## config.mk

```make
export PLATFORM = sky130hd
export DESIGN_NAME = comp_seq_param_flat
export DESIGN_NICKNAME = d
export VERILOG_FILES = /design/src/rtl/comp_seq_param_if.sv /design/src/rtl/comp_seq_param.sv /design/src/flat_wrapper.sv
export SDC_FILE = /design/constraint.sdc
export NUM_CORES = 1
export LEC_CHECK = 0
export BUFFER_PORTS_ARGS = -buffer_cell sky130_fd_sc_hd__buf_2
export CORE_UTILIZATION = 39
export CTS_CLUSTER_SIZE = 14
export DETAILED_ROUTE_END_ITERATION = 12
export PLACE_DENSITY = 0.67
export SYNTH_ARGS = -nofsm -noshare
export SYNTH_HDL_FRONTEND = slang
export SYNTH_SLANG_ARGS = --single-unit
```

## constraint.sdc

```tcl
create_clock -name clk -period 1.5 [get_ports clk]
set_input_delay 0 -clock clk [delete_from_list [all_inputs] [get_ports clk]]
set_output_delay 0 -clock clk [all_outputs]
set_load 0.02 [all_outputs]
```

## src/rtl/comp_seq_param_if.sv

```systemverilog
// rtl/comp_seq_param_if.sv - request/result bundle for the digit-serial comparator
//
// Purpose : groups the comparison request (start, signed_mode, A, B) and the
//           result/status signals (busy, done, G, E, L) of comp_seq_param.
// Signals : start        request a comparison (sampled only while idle)
//           signed_mode  1 = two's-complement compare, 0 = unsigned
//           A, B         WIDTH-bit operands, sampled together with start
//           busy         high while the compare is running
//           done         one-cycle pulse marking a new result
//           G, E, L      registered one-hot result: A>B, A==B, A<B
// Modports: master drives the request, slave is the comparator.
interface comp_seq_param_if #(
   parameter int WIDTH = 8
);
   logic             start;
   logic             signed_mode;
   logic [WIDTH-1:0] A;
   logic [WIDTH-1:0] B;
   logic             busy;
   logic             done;
   logic             G;
   logic             E;
   logic             L;

   modport master (
      output start, signed_mode, A, B,
      input  busy, done, G, E, L
   );

   modport slave (
      input  start, signed_mode, A, B,
      output busy, done, G, E, L
   );
endinterface

```

## src/rtl/comp_seq_param.sv

```systemverilog
// rtl/comp_seq_param.sv - digit-serial magnitude comparator, MSB digit first
//
// Purpose : compares two WIDTH-bit operands DIGIT bits per cycle starting at
//           the most significant digit and stops at the first differing
//           digit (or after the last digit when all are equal).
// Ports   : clk  single clock, rising edge
//           rst  synchronous active-high reset
//           bus  comp_seq_param_if slave modport (start, signed_mode, A, B in;
//                busy, done, G, E, L out)
// Params  : WIDTH operand width (2..64), DIGIT bits per cycle, WIDTH % DIGIT == 0
module comp_seq_param #(
   parameter int WIDTH = 8,
   parameter int DIGIT = 1
) (
   input  logic            clk,
   input  logic            rst,
   comp_seq_param_if.slave bus
);

   localparam int N  = WIDTH / DIGIT;
   localparam int CW = (N > 1) ? $clog2(N) : 1;
   localparam logic [WIDTH-1:0] MSB_MASK = {1'b1, {(WIDTH-1){1'b0}}};

   typedef enum logic [1:0] {
      IDLE = 2'd0,
      RUN  = 2'd1,
      DONE = 2'd2
   } state_t;

   state_t           r_state;
   state_t           w_next;
   logic [WIDTH-1:0] r_a;
   logic [WIDTH-1:0] r_b;
   logic [CW-1:0]    r_cnt;
   logic             r_g;
   logic             r_e;
   logic             r_l;

   logic [DIGIT-1:0] w_da;
   logic [DIGIT-1:0] w_db;
   logic             w_diff;
   logic             w_last;
   logic [WIDTH-1:0] w_flip;

   // Top digit of each shift register is the one under comparison.
   assign w_da   = r_a[WIDTH-1 -: DIGIT];
   assign w_db   = r_b[WIDTH-1 -: DIGIT];
   assign w_diff = (w_da != w_db);
   assign w_last = (r_cnt == CW'(N - 1));

   // Inverting the sign bit maps two's-complement order onto unsigned order,
   // so the datapath only ever needs an unsigned compare.
   assign w_flip = bus.signed_mode ? MSB_MASK : '0;

   always_comb begin
      w_next = r_state;
      case (r_state)
         IDLE:    if (bus.start) w_next = RUN;
         RUN:     if (w_diff || w_last) w_next = DONE;
         DONE:    w_next = IDLE;
         default: w_next = IDLE;
      endcase
   end

   always_ff @(posedge clk) begin
      if (rst) begin
         r_state <= IDLE;
         r_a     <= '0;
         r_b     <= '0;
         r_cnt   <= '0;
         r_g     <= 1'b0;
         r_e     <= 1'b0;
         r_l     <= 1'b0;
      end else begin
         r_state <= w_next;
         case (r_state)
            IDLE: begin
               if (bus.start) begin
                  r_a   <= bus.A ^ w_flip;
                  r_b   <= bus.B ^ w_flip;
                  r_cnt <= '0;
               end
            end
            RUN: begin
               if (w_diff) begin
                  r_g <= (w_da > w_db);
                  r_e <= 1'b0;
                  r_l <= (w_da < w_db);
               end else if (w_last) begin
                  r_g <= 1'b0;
                  r_e <= 1'b1;
                  r_l <= 1'b0;
               end else begin
                  r_a   <= r_a << DIGIT;
                  r_b   <= r_b << DIGIT;
                  r_cnt <= r_cnt + CW'(1);
               end
            end
            default: ;
         endcase
      end
   end

   assign bus.busy = (r_state == RUN);
   assign bus.done = (r_state == DONE);
   assign bus.G    = r_g;
   assign bus.E    = r_e;
   assign bus.L    = r_l;

endmodule

```

## src/flat_wrapper.sv

```systemverilog
// flat-port wrapper written by rule: the top's interface ports become plain ports
module comp_seq_param_flat 
#(
   parameter int WIDTH = 8,
   parameter int DIGIT = 1
)
  (clk, rst, bus_start, bus_signed_mode, bus_A, bus_B, bus_busy, bus_done, bus_G, bus_E, bus_L);
  comp_seq_param_if #(.WIDTH(WIDTH)) bus_i ();
  input  logic clk;
  input  logic rst;
  input wire logic [$bits(bus_i.start)-1:0] bus_start;
  input wire logic [$bits(bus_i.signed_mode)-1:0] bus_signed_mode;
  input wire logic [$bits(bus_i.A)-1:0] bus_A;
  input wire logic [$bits(bus_i.B)-1:0] bus_B;
  output wire logic [$bits(bus_i.busy)-1:0] bus_busy;
  output wire logic [$bits(bus_i.done)-1:0] bus_done;
  output wire logic [$bits(bus_i.G)-1:0] bus_G;
  output wire logic [$bits(bus_i.E)-1:0] bus_E;
  output wire logic [$bits(bus_i.L)-1:0] bus_L;
  assign bus_i.start = bus_start;
  assign bus_i.signed_mode = bus_signed_mode;
  assign bus_i.A = bus_A;
  assign bus_i.B = bus_B;
  assign bus_busy = bus_i.busy;
  assign bus_done = bus_i.done;
  assign bus_G = bus_i.G;
  assign bus_E = bus_i.E;
  assign bus_L = bus_i.L;
  comp_seq_param #(.WIDTH(WIDTH), .DIGIT(DIGIT)) u_core (.clk(clk), .rst(rst), .bus(bus_i));
endmodule
```

==> flow_summary.toml <==
[run_status]
status = "finished with violations"
violations = "negative setup slack"

[timing]
drv_slew = 0
slew_headroom_pct = 63.65
period_share_pct = 104.9
hold_ws_ns = 0.1676
fmax_ghz = 0.6354
finalWorstSetupSlack_ns = -0.07382
final.setup_skew_ns = 0.003416
setup_violations = 7
hold_viol_final = 0
min_period_ns = 1.574
timing_worst_slew_pin_value_ns = 0.5452
rsz0062_at_grt = "true"

[synth]
synth_compound_area_share_pct = 20.12
ys_ff_latch = 24
yosysSeqAreaShare_pct = 38.44
synth_fa_ha_area_share_pct = 4.004
synth-simple-area-share_pct = 25.93
synthMuxAreaShare_pct = 1.802
yosysWarnings = 0
synth_nets = 156
synthCells = 132
synth_top_family_by_area = "simple AND/OR/NAND/NOR gates"
syn_area_mm2 = 0.001250
synth.distinct_cells = 28
synth_xor_area_share_pct = 1.401
avgSynthCellArea_um2 = 9.469

[setup_path]
crit_fanout = 8
critPathLaunchType = "register"
reg2reg_slack_ns = -0.07
critPathLaunch = "u_core.r_cnt[1]$_SDFFE_PP0P_"
r2r-end = "u_core.r_b[6]$_SDFFE_PP0P_"
cp.arrival_ns = 1.80
path_class = "reg2reg"
crit_path_end = "u_core.r_b[6]$_SDFFE_PP0P_"
r2r-start = "u_core.r_cnt[1]$_SDFFE_PP0P_"
ff2ff_path_depth = 6
cp-end-kind = "register"
worstPathRequired_ns = 1.73

[clocking]
tritoncts = "done"
cts_root_buffer = "clkbuf_4"
cts.clk_slew.worst_paths_ns = 0.14
h-tree-depth = 1
cts_buffers = 3
clk_latency_ns = 0.31
cts.sinks = 24
clockBufferDepth = 2

[place]
placement.io_buffers = 24
gp_congestion = 0.7374
hpwl_um = 1895
post-place-ws_ns = -0.07475

[global_route]
overflow = 0
grt_max_degree = 25
grt_pass1_vias = 1116
grt_pass1_wl_um = 4933
grt.total_usage_pct = 18.81
antenna_found_initial = 0

[finish]
syn2layout_area_growth_pct = 42.54
drive_gt1_share_pct = 44.13
antennaDiodeCount = 0
final_nets = 204

[routing]
vias_per_cell = 5.161
drt_iter0_markers = 23
first_pass_iters = 4
postRouteAntennaNets = 0
drc = 0
drt-total-wl_um = 3015
wire_per_inst_um = 13.52
vias = 1151

[floorplanning]
io_pins = 25
dieArea_mm2 = 0.003435
start_util_pct = 40.94
fp.coreArea_mm2 = 0.003053
die_height_um = 58.61
num_rows = 20
die_w_um = 58.61

[power]
power.total_uw = 1909
ir_drop_mv = 0.4264
powerDensity_mw_per_mm2 = 1071
cellLeakagePower_uw = 0.0007058

[worst_hold_path]
min_path_type = "in2reg"

[flow_run]
cap_violations = 0
-- where the power goes --
| group | switching (µW) | internal (µW) |
|---|---|---|
| Clock | 197 | 270 |
| Combinational | 338 | 316 |
| Sequential | 68.0 | 719 |
| Total | 604 | 1310 |
-- state kept, by name (all words and copies together), names as in the netlist --
register	cells
u_core.bus.E	1
u_core.bus.G	1
u_core.bus.L	1
u_core.r_a	8
u_core.r_b	8
u_core.r_cnt	3
u_core.r_state	2
-- what timing repair did --
action / in CTS / in global routing
endpoints found under the setup margin: 13 / 17
cloned: 1 / 0
pin swaps: 10 / 14
hold buffers: 14 / 0
gates resized for setup: 22 / 7
setup buffers: 4 / 1
endpoints found under the hold margin: 14 / 0
-- cell type report --
cell class	instances	area, µm²
well taps	44	55.05
fillers	278	1271
clock buffers	3	22.52
flip-flops and latches	24	484.2
multi-input cells	95	789.5
inverters	3	16.27
repair buffers	53	384.1
clock inverters	1	30.03
-- routing by layer --
| layer | routed length (µm) | track usage [%] |
|---|---|---|
| met1 | 1381 | 23.38 |
| met2 | 1543 | 33.66 |
| met3 | 71 | 2.637 |
| met4 | 19 | 5.782 |
| met5 | 0 | 0 |
-- cells in the mapped netlist --
| master | n | share of area (%) |
|---|---|---|
| nand2b_1 | 5 | 2.5 |
| mux2_2 | 2 | 1.8 |
| a311oi_1 | 4 | 2.8 |
| a21oi_1 | 8 | 3.2 |
| o2bb2ai_2 | 2 | 2.4 |
| nor3_1 | 14 | 5.6 |
| o21ai_1 | 2 | 0.80 |
| a311oi_2 | 8 | 9.6 |
| dfxtp_1 | 24 | 38 |
| nand2_1 | 28 | 8.4 |
| nor2b_1 | 1 | 0.50 |
| buf_6 | 3 | 2.7 |
| a21oi_4 | 1 | 1.3 |
| clkinv_2 | 1 | 0.40 |
| nand4bb_1 | 1 | 0.90 |
| nand2_8 | 1 | 1.6 |
| ha_1 | 4 | 4.0 |
| nor3b_2 | 1 | 1.0 |
| clkbuf_1 | 2 | 0.60 |
| or3b_1 | 1 | 0.70 |
| and2b_1 | 1 | 0.60 |
| nand3_1 | 7 | 2.8 |
| xor2_1 | 2 | 1.4 |
| buf_12 | 1 | 1.6 |
| buf_4 | 4 | 2.4 |
| and4bb_2 | 1 | 1.0 |
| nor2_1 | 1 | 0.30 |
| inv_1 | 2 | 0.60 |
-- worst max-delay path, stage by stage (launching register included) --
cell      delay [ns]
dfxtp_2         0.36
ha_4            0.16
ha_4            0.15
and4bb_2        0.33
buf_8           0.16
nor3_1          0.06
a311oi_1        0.25
-- cell usage in the layout (no fill, tap or decap), types with 2 or more instances in the layout --
cell	n
ha_4	3
inv_1	2
o21ai_1	2
nand2b_1	3
o2bb2ai_2	2
nand3_1	7
dlygate4sd3_1	14
clkbuf_4	3
dfxtp_2	3
nor3_1	4
a311oi_2	8
nor3_2	7
dfxtp_1	21
xor2_1	2
mux2_2	2
buf_2	24
nand2_1	28
a21oi_1	8
a311oi_1	4
buf_4	13
nor3_4	3
-- worst min path at each step --
stage | startpoint | slack (ns) | to | depth (start not counted)
2_1_floorplan | rst | 0.07 | u_core.r_b[4]$_SDFFE_PP0P_ | 1
3_3_place_gp | bus_A[0] | 0.25 | u_core.r_a[0]$_SDFFE_PP0P_ | 3
3_5_place_dp | bus_B[0] | 0.25 | u_core.r_b[0]$_SDFFE_PP0P_ | 3
4_1_cts | rst | 0.16 | u_core.r_a[0]$_SDFFE_PP0P_ | 2
5_1_grt | rst | 0.15 | u_core.r_a[0]$_SDFFE_PP0P_ | 2
6_report | rst | 0.17 | u_core.r_a[0]$_SDFFE_PP0P_ | 2
-- kinds of logic after synthesis --
kind of cell               count (synthesis)
adders and majority gates                  4
muxes                                      2
buffers and inverters                     13
xor gates and xnor gates                   2
AOI/OAI and AO/OA                         25
and+or+nand+nor                           62
DFF                                       24
-- per-stage QoR --
| step | TNS (ns) | cells | instance area [µm²] | util (%) |
|---|---|---|---|---|
| after floorplan | -0.08373 | 132 | 1252 | - |
| after global placement | -0.01547 | 201 | 1431 | 46.89 |
| after detailed placement | -0.4260 | 201 | 1431 | 46.89 |
| after CTS | -0.5635 | 224 | 1789 | 58.61 |
| after global routing | -0.8029 | 223 | 1782 | 58.36 |
| final | -0.3025 | 223 | 1782 | 58.36 |
Note: power is estimated with default switching activity, not from simulation.
